File: config.mk
export PLATFORM = sky130hd
export DESIGN_NAME = pipe_hazard_ctrl
export DESIGN_NICKNAME = d
export VERILOG_FILES = /design/src/rtl/pipe_hazard_ctrl.sv
export SDC_FILE = /design/constraint.sdc
export NUM_CORES = 1
export LEC_CHECK = 0
export CORE_MARGIN = 3
export CORE_UTILIZATION = 25
export CTS_BUF_LIST = sky130_fd_sc_hd__clkbuf_8 sky130_fd_sc_hd__clkbuf_16
export CTS_CLUSTER_SIZE = 10
export DETAILED_ROUTE_END_ITERATION = 8
export GPL_ROUTABILITY_DRIVEN = 0
export PLACE_DENSITY_LB_ADDON = 0.12
export REMOVE_ABC_BUFFERS = 1
export SLEW_MARGIN = 20
export SYNTH_ARGS = -nofsm -noshare
export SYNTH_HDL_FRONTEND = slang
export SYNTH_SLANG_ARGS = --single-unit
File: constraint.sdc
create_clock -name clk -period 5.2 [get_ports clk]
set_input_delay 1.04 -clock clk [delete_from_list [all_inputs] [get_ports clk]]
set_output_delay 1.04 -clock clk [all_outputs]
set_load 0.02 [all_outputs]
File: src/rtl/pipe_hazard_ctrl.sv
// Central hazard and sequencing controller for the 5-stage pipeline.
// It drives the pipeline register enables and flushes, EX operand forwarding, and the data-memory handshake.
module pipe_hazard_ctrl #(
    parameter int TIMEOUT_CYCLES = 255,
    parameter int CNT_W          = 32
) (
    input  logic             clk,
    input  logic             reset,
    input  logic [4:0]       rs1_ID,
    input  logic [4:0]       rs2_ID,
    input  logic             uses_rs1_ID,
    input  logic             uses_rs2_ID,
    input  logic [4:0]       rs1_EX,
    input  logic [4:0]       rs2_EX,
    input  logic [4:0]       rd_EX,
    input  logic             MemRead_EX,
    input  logic             branch_taken_EX,
    input  logic [4:0]       rd_MEM,
    input  logic             RegWrite_MEM,
    input  logic             MemAccess_MEM,
    input  logic [4:0]       rd_WB,
    input  logic             RegWrite_WB,
    input  logic             dmem_ready,
    output logic             dmem_req,
    output logic             pc_en,
    output logic             IF_ID_en,
    output logic             ID_EX_en,
    output logic             EX_MEM_en,
    output logic             IF_ID_flush,
    output logic             ID_EX_flush,
    output logic             MEM_WB_bubble,
    output logic [1:0]       fwdA,
    output logic [1:0]       fwdB,
    output logic             mem_error,
    output logic [CNT_W-1:0] stall_cnt,
    output logic [CNT_W-1:0] flush_cnt
);

    typedef enum logic [1:0] {IDLE, MEM_WAIT, ERROR} state_t;

    localparam logic [7:0] TIMEOUT_W = 8'(TIMEOUT_CYCLES);

    state_t     state, state_nxt;
    logic [7:0] wait_cnt, wait_nxt;
    logic       mem_stall;
    logic       load_use;
    logic       stall_evt;
    logic       flush_evt;

    function automatic logic [CNT_W-1:0] sat_inc(input logic [CNT_W-1:0] v);
        if (&v) return v;
        return v + CNT_W'(1);
    endfunction

    // The MEM-stage result is newer than the WB-stage result, so MEM is checked first.
    function automatic logic [1:0] fwd_sel(input logic [4:0] rs,
                                           input logic       wr_mem, input logic [4:0] rd_m,
                                           input logic       wr_wb,  input logic [4:0] rd_w);
        if (wr_mem && rd_m != 5'd0 && rd_m == rs) return 2'b10;
        if (wr_wb && rd_w != 5'd0 && rd_w == rs)  return 2'b01;
        return 2'b00;
    endfunction

    assign fwdA = fwd_sel(rs1_EX, RegWrite_MEM, rd_MEM, RegWrite_WB, rd_WB);
    assign fwdB = fwd_sel(rs2_EX, RegWrite_MEM, rd_MEM, RegWrite_WB, rd_WB);

    assign load_use = MemRead_EX && (rd_EX != 5'd0) &&
                      ((uses_rs1_ID && rs1_ID == rd_EX) || (uses_rs2_ID && rs2_ID == rd_EX));

    always_ff @(posedge clk or posedge reset) begin
        if (reset) begin
            state     <= IDLE;
            wait_cnt  <= 8'd0;
            mem_error <= 1'b0;
            stall_cnt <= '0;
            flush_cnt <= '0;
        end else begin
            state     <= state_nxt;
            wait_cnt  <= wait_nxt;
            mem_error <= mem_error | (state_nxt == ERROR);
            if (stall_evt) stall_cnt <= sat_inc(stall_cnt);
            if (flush_evt) flush_cnt <= sat_inc(flush_cnt);
        end
    end

    always_comb begin
        state_nxt     = state;
        wait_nxt      = wait_cnt;
        mem_stall     = 1'b0;
        dmem_req      = 1'b0;
        pc_en         = 1'b1;
        IF_ID_en      = 1'b1;
        ID_EX_en      = 1'b1;
        EX_MEM_en     = 1'b1;
        IF_ID_flush   = 1'b0;
        ID_EX_flush   = 1'b0;
        MEM_WB_bubble = 1'b0;
        stall_evt     = 1'b0;
        flush_evt     = 1'b0;

        case (state)
            IDLE: begin
                dmem_req = MemAccess_MEM;
                if (MemAccess_MEM && !dmem_ready) begin
                    mem_stall = 1'b1;
                    state_nxt = MEM_WAIT;
                    wait_nxt  = 8'd1;
                end
            end
            MEM_WAIT: begin
                dmem_req = 1'b1;
                if (dmem_ready) begin
                    state_nxt = IDLE;
                    wait_nxt  = 8'd0;
                end else begin
                    mem_stall = 1'b1;
                    if (wait_cnt == TIMEOUT_W) state_nxt = ERROR;
                    else                       wait_nxt  = wait_cnt + 8'd1;
                end
            end
            default: state_nxt = ERROR;
        endcase

        // A frozen pipeline suppresses branch flushes; the branch stays in EX and flushes on release.
        if (state == ERROR || mem_stall) begin
            pc_en         = 1'b0;
            IF_ID_en      = 1'b0;
            ID_EX_en      = 1'b0;
            EX_MEM_en     = 1'b0;
            MEM_WB_bubble = 1'b1;
        end else if (branch_taken_EX) begin
            IF_ID_flush = 1'b1;
            ID_EX_flush = 1'b1;
        end else if (load_use) begin
            pc_en       = 1'b0;
            IF_ID_en    = 1'b0;
            ID_EX_flush = 1'b1;
        end

        stall_evt = (state != ERROR) && (mem_stall || (load_use && !branch_taken_EX));
        flush_evt = (state != ERROR) && !mem_stall && branch_taken_EX;
    end

endmodule

## Word level (Yosys, flattened, before mapping)

Index checks and enable logic that the tools add are counted.

| storage, ports and cells | value |
|---|---|
| output and inout port bits | 77 |
| word-level logic and storage cells | 97 |
| flip-flop bits (word level) | 75 |
| input bits | 45 |

| operators by class | value |
|---|---|
| reduce and logical (&&, ||, !) cells | 31 |
| mux-type cells | 42 |
| add/subtract/negate cells | 3 |
| eq/ne operators | 15 |
| bitwise gates (word level) | 1 |

Operators with widths:

| cell | number |
|---|---|
| $add 32x1->32 const B | 2 |
| $mux 32 | 2 |
| $reduce_and 32->1 | 2 |
| $eq 5x5->1 | 6 |
| $mux 8 | 3 |
| $mux 1 | 22 |
| $mux 2 | 11 |
| $pmux 8 s2 | 1 |
| $logic_and 1x1->1 | 15 |
| $reduce_bool 5->1 | 3 |
| $add 8x1->8 const B | 1 |
| $eq 8x8->1 const B | 1 |
| $ne 2x2->1 const B | 4 |
| $eq 2x2->1 const B | 2 |
| $pmux 1 s2 | 2 |
| $pmux 2 s2 | 1 |
| $reduce_and 2->1 | 2 |
| $logic_not 1->1 | 3 |
| $logic_or 1x1->1 | 3 |
| $ne 3x3->1 const B | 1 |
| $reduce_and 3->1 | 1 |
| $eq 2x1->1 const B | 1 |
| $logic_not 2->1 | 1 |
| $reduce_bool 2->1 | 1 |
| $or 1x1->1 | 1 |

## Depth between registers and ports, before layout

Gate-level depths: netlist (run 1).

| logic depth | value |
|---|---|
| depth in word-level cells | 10 |
| depth in mapped cells | 9 |
| gate-level depth less buffers | 8 |

## Least setup slack after synthesis (run 1)

Ideal clock, no wire load.

| timing | value |
|---|---|
| kind | input-to-output |
| start | input rd_MEM[1] |
| end | output fwdA[0] |
| arrival time | 2.657 ns |
| buffers on the path | 0 |
| cell stages on the path | 4 |
| path slack | 1.503 ns |
| data required time | 4.160 ns |
| cell sequence | or4_1 > o21ai_0 > nor4_1 > nor4_1 |

| on the way | value |
|---|---|
| longest elaborated chain between the ends | 5 |
| elaborated cells on any way between the ends | 6 |
| classes of those cells | eq/ne: 1; mux: 2; reduce/logical: 3 |

Ends and longest elaborated chain:

| what | RTL line | RTL |
|---|---|---|
| start: declaration | 18 | `input logic [4:0] rd_MEM,` |
| $reduce_bool 5->1 | 59 | `if (wr_mem && rd_m != 5'd0 && rd_m == rs) return 2'b10;` |
| $logic_and 1x1->1 | 59 |  |
| $logic_and 1x1->1 * | 59 |  |
| $mux 1 * | 59 |  |
| $mux 2 * | 60 | `if (wr_wb && rd_w != 5'd0 && rd_w == rs) return 2'b01;` |
| end: declaration | 32 | `output logic [1:0] fwdA,` |

Mark *: on every way between the ends. The rest lies on a longest branch, timed or not.

## Final worst setup path (run 1)

| timing | value |
|---|---|
| start | input rd_MEM[1] |
| end | output fwdB[0] |

| on the way | value |
|---|---|
| longest elaborated chain between the ends | 5 |
| elaborated cells on any way between the ends | 6 |
| classes of those cells | eq/ne: 1; mux: 2; reduce/logical: 3 |

Ends and longest elaborated chain:

| what | RTL line | RTL |
|---|---|---|
| $reduce_bool 5->1 | 59 |  |
| $logic_and 1x1->1 | 59 |  |
| $logic_and 1x1->1 * | 59 |  |
| $mux 1 * | 59 |  |
| $mux 2 * | 60 |  |
| end: declaration | 33 | `output logic [1:0] fwdB,` |

Marked as above.

==> flow_summary.ini, run 1 <==
[status]
status = finished, final reports clean

[detailed_routing]
dr.pass1.iters = 7
wl_per_cell_um = 13.9
drt_iter0_drc = 184
wl_um = 10200
routed_via_density = 4.42
vias = 3224
route.detailed.drc = 0
ant_nets = 0

[grt]
antenna_found_initial = 0
grt_overflow = 0
grt_pass1_vias = 3299
grt_use_total_pct = 12.4
grt_pass1_wl_um = 17400
grt_max_degree = 57

[synth]
synth_edf_count = 0
synth-seq-area-share_pct = 47.7
yosysWarnings = 0
yosysTopAreaCellShare_pct = 47.7
synth_common_cells = dfrtp_1 (75), xnor2_1 (59), nand2_1 (42), xor2_1 (32), nand3_1 (24)
syn_inst = 385
synth.distinct_cells = 43
yosysMostFrequentCell = dfrtp_1
synth_flop_cell = dfrtp_1
syn_area_um2 = 3930
yosys-top-cells-area = dfrtp_1 (48%), xnor2_1 (13%), xor2_1 (7.1%), nand2_1 (4.0%), nand4_1 (3.3%)
ys_seq_elements = 75
async_flop_share_pct = 100
synth.avg_cell_area_um2 = 10.2
synth_top_area_cell = dfrtp_1

[placement]
placed_cells = 714
place_worst_setup_slack_ps = 845
post-dp-hpwl_um = 7860
numPortBuffers = 121
place_area_um2 = 5390

[timing]
slew-limit-headroom_pct = 36.7
hold_viol_final = 0
finalSetupViolCount = 0
finClkSkew_ps = 7.06
fin_crit_ps = 4370
slew_violations = 0
tightestPinTransition_ps = 947
rsz0062_at_grt = false
post-route-period-util_pct = 84.1
setup_ws_ps = 828
setup_tns_ps = 0
max_freq_mhz = 229
whs_ps = 480

[worst_setup_path]
crit_path_max_incr_delay_ps = 660
cp-start-kind = input port
cp_max_fo = 3
r2r_slack_ps = 2940
worstPathCellList = clkdlybuf4s50_1 > or4_1 > o21ai_0 > nor4_1 > nor4_1 > clkdlybuf4s50_1
cp_slowest_cell = clkdlybuf4s50_1
crit_arrival_ps = 3330
path_class = in -> out
end_kind = output pin
cp.required_ps = 4160

[hold_path]
hp-class = reg -> reg

[floorplan]
ios = 122
die_x_um = 131
die_area_um2 = 17300
die_height_um = 131
core_um2 = 15300
initial_core_util_pct = 25.7
rows = 45

[cts]
clock-sinks = 75
ctsResizeCount = 0
root_buffer = clkbuf_16
h-tree-depth = 3
cts_setup_buffers = 0
clock_path_buffers = 2
cts_buffers = 9
clkLatencyLatePin_ps = 340
clk_pin_slew_worst_paths_ps = 50
cts_tree = built
ctsHoldBuffers = 0

[power]
totalPowerFinal_mw = 1.74
p_leak_nw = 2.34
p_per_area_nw_per_um2 = 305
peakVddDrop_mv = 0.222

[finish]
multi_input_area_um2 = 2000
regArea_um2 = 1880
instances_no_fill = 730
fillers = 1562
antenna_cells = 0
stdcell_area_um2 = 5720
utilization_pct = 37.4
area_delta_synth_final_pct = 45.5
fin_nets = 562
drive_above_1_share_pct = 6.74

[flow_run]
drv_cap = 0
[final timing paths]
| kind | startpoint | to | cells after the start |
|---|---|---|---|
| setup / recovery | rd_MEM[1] | fwdB[0] | 6 |
| max in group asynchronous | reset | wait_cnt[6] | 3 |
| hold / removal | mem_error | mem_error | 1 |
| min in group asynchronous | reset | state[1] | 2 |
| setup reg to reg | flush_cnt[5] | flush_cnt[31] | 7 |
| hold reg to reg | mem_error | mem_error | 1 |
[cell families after synthesis]
family / share of synthesized area (%)
simple gates: 23.3
xor+xnor: 20.3
flops: 47.7
compound gates: 5.38
buf+inv: 1.43
mux: 0.954
fa+ha+maj: 0.954
[placed cells by master (no fill, tap or decap), types with 2 or more instances in the layout]
cell and instances:
a31oi_1 2, o21ai_0 16, or4_1 5, nand3_1 24
ha_1 3, nor3b_1 2, o21ai_2 2, bufinv_16 2
nand2b_1 2, nor4b_1 2, and4_1 5, clkdlybuf4s50_1 121
nand2_1 42, and3_1 11, nor4_1 7, nor3b_2 2
nor2_2 2, clkbuf_8 2, a21oi_1 3, nor3_2 2
inv_1 9, and2_1 4, mux2_2 2, nand4_1 21
nand3b_1 3, clkbuf_16 9, xor2_1 32, nor3_1 7
xnor2_1 59, nor2_1 23, dfrtp_1 75
[sequential cells by signal, summed over array words and instances (netlist names)]
signal / flops
state: 2
mem_error: 1
flush_cnt: 32
wait_cnt: 8
stall_cnt: 32
[where the power goes]
part / internal (mW) / total, mW / switching (mW)
Combinational: 0.185 / 0.360 / 0.175
Clock: 0.444 / 0.686 / 0.242
Sequential: 0.632 / 0.698 / 0.0656
[routing by layer]
metal	vias up	routed length, um	share of wire, %	global-route usage [%]
met2	80	4700	46	19.3
li1	1607	-	-	-
met5	-	0	0	0
met3	7	608	6.0	4.79
met1	1530	4780	47	16.3
met4	0	94	0.92	3.21
[area by class of cell]
class	instances	share of cell area [%]
multi-input cells	297	35.0
flip-flops and latches	75	32.8
repair buffers	122	21.3
well taps	211	4.61
clock buffers	11	4.42
clock inverters	5	1.33
inverters	9	0.590
[critical path, delay by kind of cell]
| kind | cells | cell delay (ps) |
|---|---|---|
| buf+inv | 2 | 1120 |
| simple gates | 3 | 950 |
| compound gates | 1 | 210 |
Power figures use the tool's default switching activity.
==> inputs of run 2 (changes only) <==
==> constraint.sdc (replaced) <==
create_clock -name clk -period 3.61 [get_ports clk]
set_input_delay 0.722 -clock clk [delete_from_list [all_inputs] [get_ports clk]]
set_output_delay 0.722 -clock clk [all_outputs]
set_load 0.02 [all_outputs]
==> flow_summary.ini, run 2 (synthesis results as in run 1) <==
[status]
status = finished, final reports clean

[power]
p_leak_nw = 2.41
p_comb_share_pct = 21.9
peakVddDrop_mv = 0.259
seqPwrFrac_pct = 41.7
switching_share_pct = 29.0
power_switching_mw = 0.699
p_per_area_nw_per_um2 = 416
totalPowerFinal_mw = 2.41
p_int_mw = 1.71
clockPowerShare_pct = 36.5

[cts]
clkLatencyLatePin_ps = 340
ctsHoldBuffers = 0
clock_path_buffers = 2
clock-sinks = 75
cts_tree = built
cts_buffers = 9
h-tree-depth = 3
root_buffer = clkbuf_16
clk_pin_slew_worst_paths_ps = 50
cts_setup_buffers = 0

[worst_setup_path]
cp_slowest_cell = or4_1
end_kind = output pin
worstPathCellList = clkdlybuf4s50_1 > or4_1 > o21ai_2 > and2b_2 > o21a_1 > clkdlybuf4s50_1
crit_arrival_ps = 2750
cp-start-kind = input port
critPathMostFrequentCell = clkdlybuf4s50_1
crit_path_max_incr_delay_ps = 550
cp.required_ps = 2890
path_class = in -> out
cp_max_fo = 2

[timing]
post-route-period-util_pct = 96.3
rsz0062_at_grt = false
max_freq_mhz = 288
fin_crit_ps = 3480
finalSetupViolCount = 0
slew_violations = 0
finClkSkew_ps = 8.82
tightestPinTransition_ps = 953
slew-limit-headroom_pct = 36.4
hold_viol_final = 0
setup_tns_ps = 0

[detailed_routing]
route.detailed.drc = 0
routed_via_density = 4.44
dr.pass1.iters = 5
ant_nets = 0
wl_per_cell_um = 14.0
vias = 3303
wl_um = 10400
drt_iter0_drc = 109

[finish]
fin_nets = 576
final_common_cell = clkdlybuf4s50_1
fillers = 1560
most-common-layout-cells = clkdlybuf4s50_1 (117), dfrtp_1 (75), xnor2_1 (59), nand2_1 (42), xor2_1 (32)
reg.largest.list = flush_cnt (32), stall_cnt (32), wait_cnt (8)
utilization_pct = 37.9
drive_above_1_share_pct = 8.82
area_delta_synth_final_pct = 47.4
antenna_cells = 0

[grt]
grt_pass1_vias = 3401
grt_overflow = 0
antenna_found_initial = 0
grt_max_degree = 76
grt_use_total_pct = 12.5
grt_pass1_wl_um = 17700

[floorplan]
initial_core_util_pct = 25.7
die_area_um2 = 17300
core_um2 = 15300
die_height_um = 131
ios = 122
die_x_um = 131
rows = 45

[flow_run]
drv_cap = 0

[placement]
numPortBuffers = 121
post-dp-hpwl_um = 7860

[hold_path]
hp-class = reg -> reg
-- run 2: stage by stage --
step | std cells | hold slack (ps) | setup slack, ps | instance area (um2)
floorplan | 381 | 442 | 549 | 3910
global placement | 728 | 467 | -49.1 | 5510
detailed placement | 728 | 475 | -72.1 | 5510
finish | 744 | 479 | 133 | 5800
CTS | 744 | 488 | 11.4 | 5800
global route | 744 | 516 | 33.4 | 5800
-- run 2: worst max-delay path, delay by kind of cell --
kind                   cells  cell delay, ps
buffers and inverters      2             940
AND/OR/NAND/NOR            2             790
AO/OA/AOI/OAI              2             310
-- run 2: power by group through the flow --
stage | sequential, mW | combinational, mW | clock (mW)
after detailed placement | 1.02 | 0.539 | 0
after global routing | 1.02 | 0.570 | 0.960
after global placement | 1.02 | 0.533 | 0
final | 1.01 | 0.527 | 0.880
after floorplan | 1.08 | 0.189 | 0
after CTS | 1.01 | 0.540 | 0.921
-- run 2: final cells by class --
type	instances	area (um2)	share of cell area, %
Clock inverter	7	62.6	1.08
Tap cell	211	264	4.55
Multi-Input combinational cell	297	2000	34.5
Sequential cell	75	1880	32.4
Clock buffer	9	225	3.88
Timing Repair Buffer	136	1340	23.0
Inverter	9	33.8	0.583
-- run 2: metal layers --
metal	global-route usage, %	share of wire [%]
met1	16.1	47
met2	19.7	46
met3	4.59	5.6
met4	3.33	0.96
met5	0	0
-- run 2: timing repair --
item | CTS | global route
pin swaps | 0 | 0
setup endpoints to repair | 3 | 1
gates resized for setup | 3 | 1
hold endpoints to repair | 0 | 0
-- run 2: worst paths after layout --
path                       cells past startpoint          start  slack, ps       endpoint
setup / recovery                               6       rd_EX[1]        130    ID_EX_flush
hold / removal                                 1      mem_error        480      mem_error
max in group asynchronous                      3          reset       2480    wait_cnt[1]
hold reg to reg                                1      mem_error        480      mem_error
min in group asynchronous                      3          reset        790  stall_cnt[21]
setup reg to reg                               7  flush_cnt[21]       1390  flush_cnt[19]
==> inputs of run 3 (changes only) <==
--- a/config.mk
+++ b/config.mk
@@ -12,7 +12,9 @@
 export DETAILED_ROUTE_END_ITERATION = 8
 export GPL_ROUTABILITY_DRIVEN = 0
 export PLACE_DENSITY_LB_ADDON = 0.12
+export RECOVER_POWER = 25
 export REMOVE_ABC_BUFFERS = 1
+export SETUP_SLACK_MARGIN = 0.1
 export SLEW_MARGIN = 20
 export SYNTH_ARGS = -nofsm -noshare
 export SYNTH_HDL_FRONTEND = slang
==> flow_summary.ini, run 3 (synthesis results as in run 1) <==
[grt]
grt_pass1_wl_um = 17600
antenna_found_initial = 0
grt_overflow = 0
grt_use_total_pct = 12.5
grt_pass1_vias = 3396
grt_max_degree = 76

[cts]
root_buffer = clkbuf_16
cts_setup_buffers = 0
cts_tree = built
h-tree-depth = 3
clock-sinks = 75
cts_buffers = 9
clkLatencyLatePin_ps = 340
clk_pin_slew_worst_paths_ps = 50
clock_path_buffers = 2

[detailed_routing]
wl_per_cell_um = 14.0
dr.pass1.iters = 5
vias = 3318
drt_iter0_drc = 126
ant_nets = 0
wl_um = 10400
route.detailed.drc = 0
routed_via_density = 4.46

[floorplan]
core_um2 = 15300
die_x_um = 131
die_area_um2 = 17300
ios = 122
rows = 45
die_height_um = 131
initial_core_util_pct = 25.7

[finish]
fin_nets = 576
drive_above_1_share_pct = 8.82
antenna_cells = 0
final_common_cell = clkdlybuf4s50_1
area_delta_synth_final_pct = 47.1
reg.largest.list = flush_cnt (32), stall_cnt (32), wait_cnt (8)
most-common-layout-cells = clkdlybuf4s50_1 (115), dfrtp_1 (75), xnor2_1 (59), nand2_1 (42), xor2_1 (32)
utilization_pct = 37.8

[timing]
post-route-period-util_pct = 95.4
hold_viol_final = 0
finClkSkew_ps = 9.05
whs_ps = 478
fin_crit_ps = 3450
finalSetupViolCount = 0
tightestPinTransition_ps = 1920
max_freq_mhz = 290
rsz0062_at_grt = false
slew_violations = 76
slew-limit-headroom_pct = -27.9

[status]
status = finished, violations left
violations = capacitance limit, slew limit

[worst_setup_path]
crit_arrival_ps = 2720
crit_path_start = rd_MEM[2]
end_kind = output pin
cp-start-kind = input port
r2r-start = flush_cnt[21]
cp_max_fo = 2
cp.required_ps = 2890
path_class = in -> out

[flow_run]
drv_cap = 1

[power]
p_leak_nw = 2.41
peakVddDrop_mv = 0.259
p_per_area_nw_per_um2 = 416

[hold_path]
hold_start = mem_error
hp-class = reg -> reg

[placement]
numPortBuffers = 121
post-dp-hpwl_um = 7860
[run 3: cell count changes in the layout (fill, tap and decap cells not counted)]
cell	previous run	this run
o22ai_2	0	1
clkinv_1	0	1
dlygate4sd2_1	3	4
buf_12	1	0
clkdlybuf4s50_1	117	115
clkbuf_2	0	1
dlygate4sd3_1	0	1
inv_2	1	0
o22ai_1	1	0
[run 3: layout make-up]
| cell class | instances | area [um2] |
|---|---|---|
| Clock inverter | 7 | 62.6 |
| Multi-Input combinational cell | 297 | 2010 |
| Sequential cell | 75 | 1880 |
| Timing Repair Buffer | 136 | 1320 |
| Inverter | 9 | 33.8 |
| Fill cell | 1563 | 9530 |
| Clock buffer | 9 | 225 |
| Tap cell | 211 | 264 |
[run 3: per-layer routing]
layer | wire (um) | vias up | GRT usage (%)
met5 | 0 | - | 0
met4 | 100 | 0 | 3.33
met3 | 599 | 9 | 4.59
met2 | 4860 | 81 | 19.7
met1 | 4870 | 1589 | 16.1
li1 | - | 1639 | -
[run 3: through the flow]
| stage | total power [mW] | setup TNS (ps) | std cells | area [um2] | setup slack [ps] |
|---|---|---|---|---|---|
| after floorplan | 1.27 | 0 | 381 | 3910 | 549 |
| after global placement | 1.55 | -97.4 | 728 | 5510 | -49.1 |
| after detailed placement | 1.56 | -117 | 728 | 5510 | -72.1 |
| after CTS | 2.47 | 0 | 744 | 5790 | 113 |
| after global routing | 2.55 | 0 | 744 | 5790 | 109 |
| final | 2.41 | 0 | 744 | 5790 | 165 |
[run 3: critical path, cell delays in order]
cell and delay, ps:
clkdlybuf4s50_1 420, buf_4 160, xnor2_1 150, nand3_1 130
nor4_1 380, buf_4 170, clkdlybuf4s50_1 590
[run 3: path summary, 6_finish.rpt]
kind	to	depth (start not counted)	slack, ps
worst max-delay path	fwdB[1]	7	160
worst min-delay path	mem_error	1	480
worst max register to register	flush_cnt[19]	7	1390
worst min register to register	mem_error	1	480
max in group asynchronous	wait_cnt[3]	3	980
min in group asynchronous	wait_cnt[6]	3	1510
[run 3: power breakdown]
part | switching [mW] | internal, mW
logic | 0.252 | 0.273
registers | 0.0941 | 0.911
clock network | 0.353 | 0.527
[run 3: what timing repair did]
item | CTS | global route
resized for setup | 4 | 2
hold buffers | 0 | 0
endpoints found under the setup margin | 4 | 1
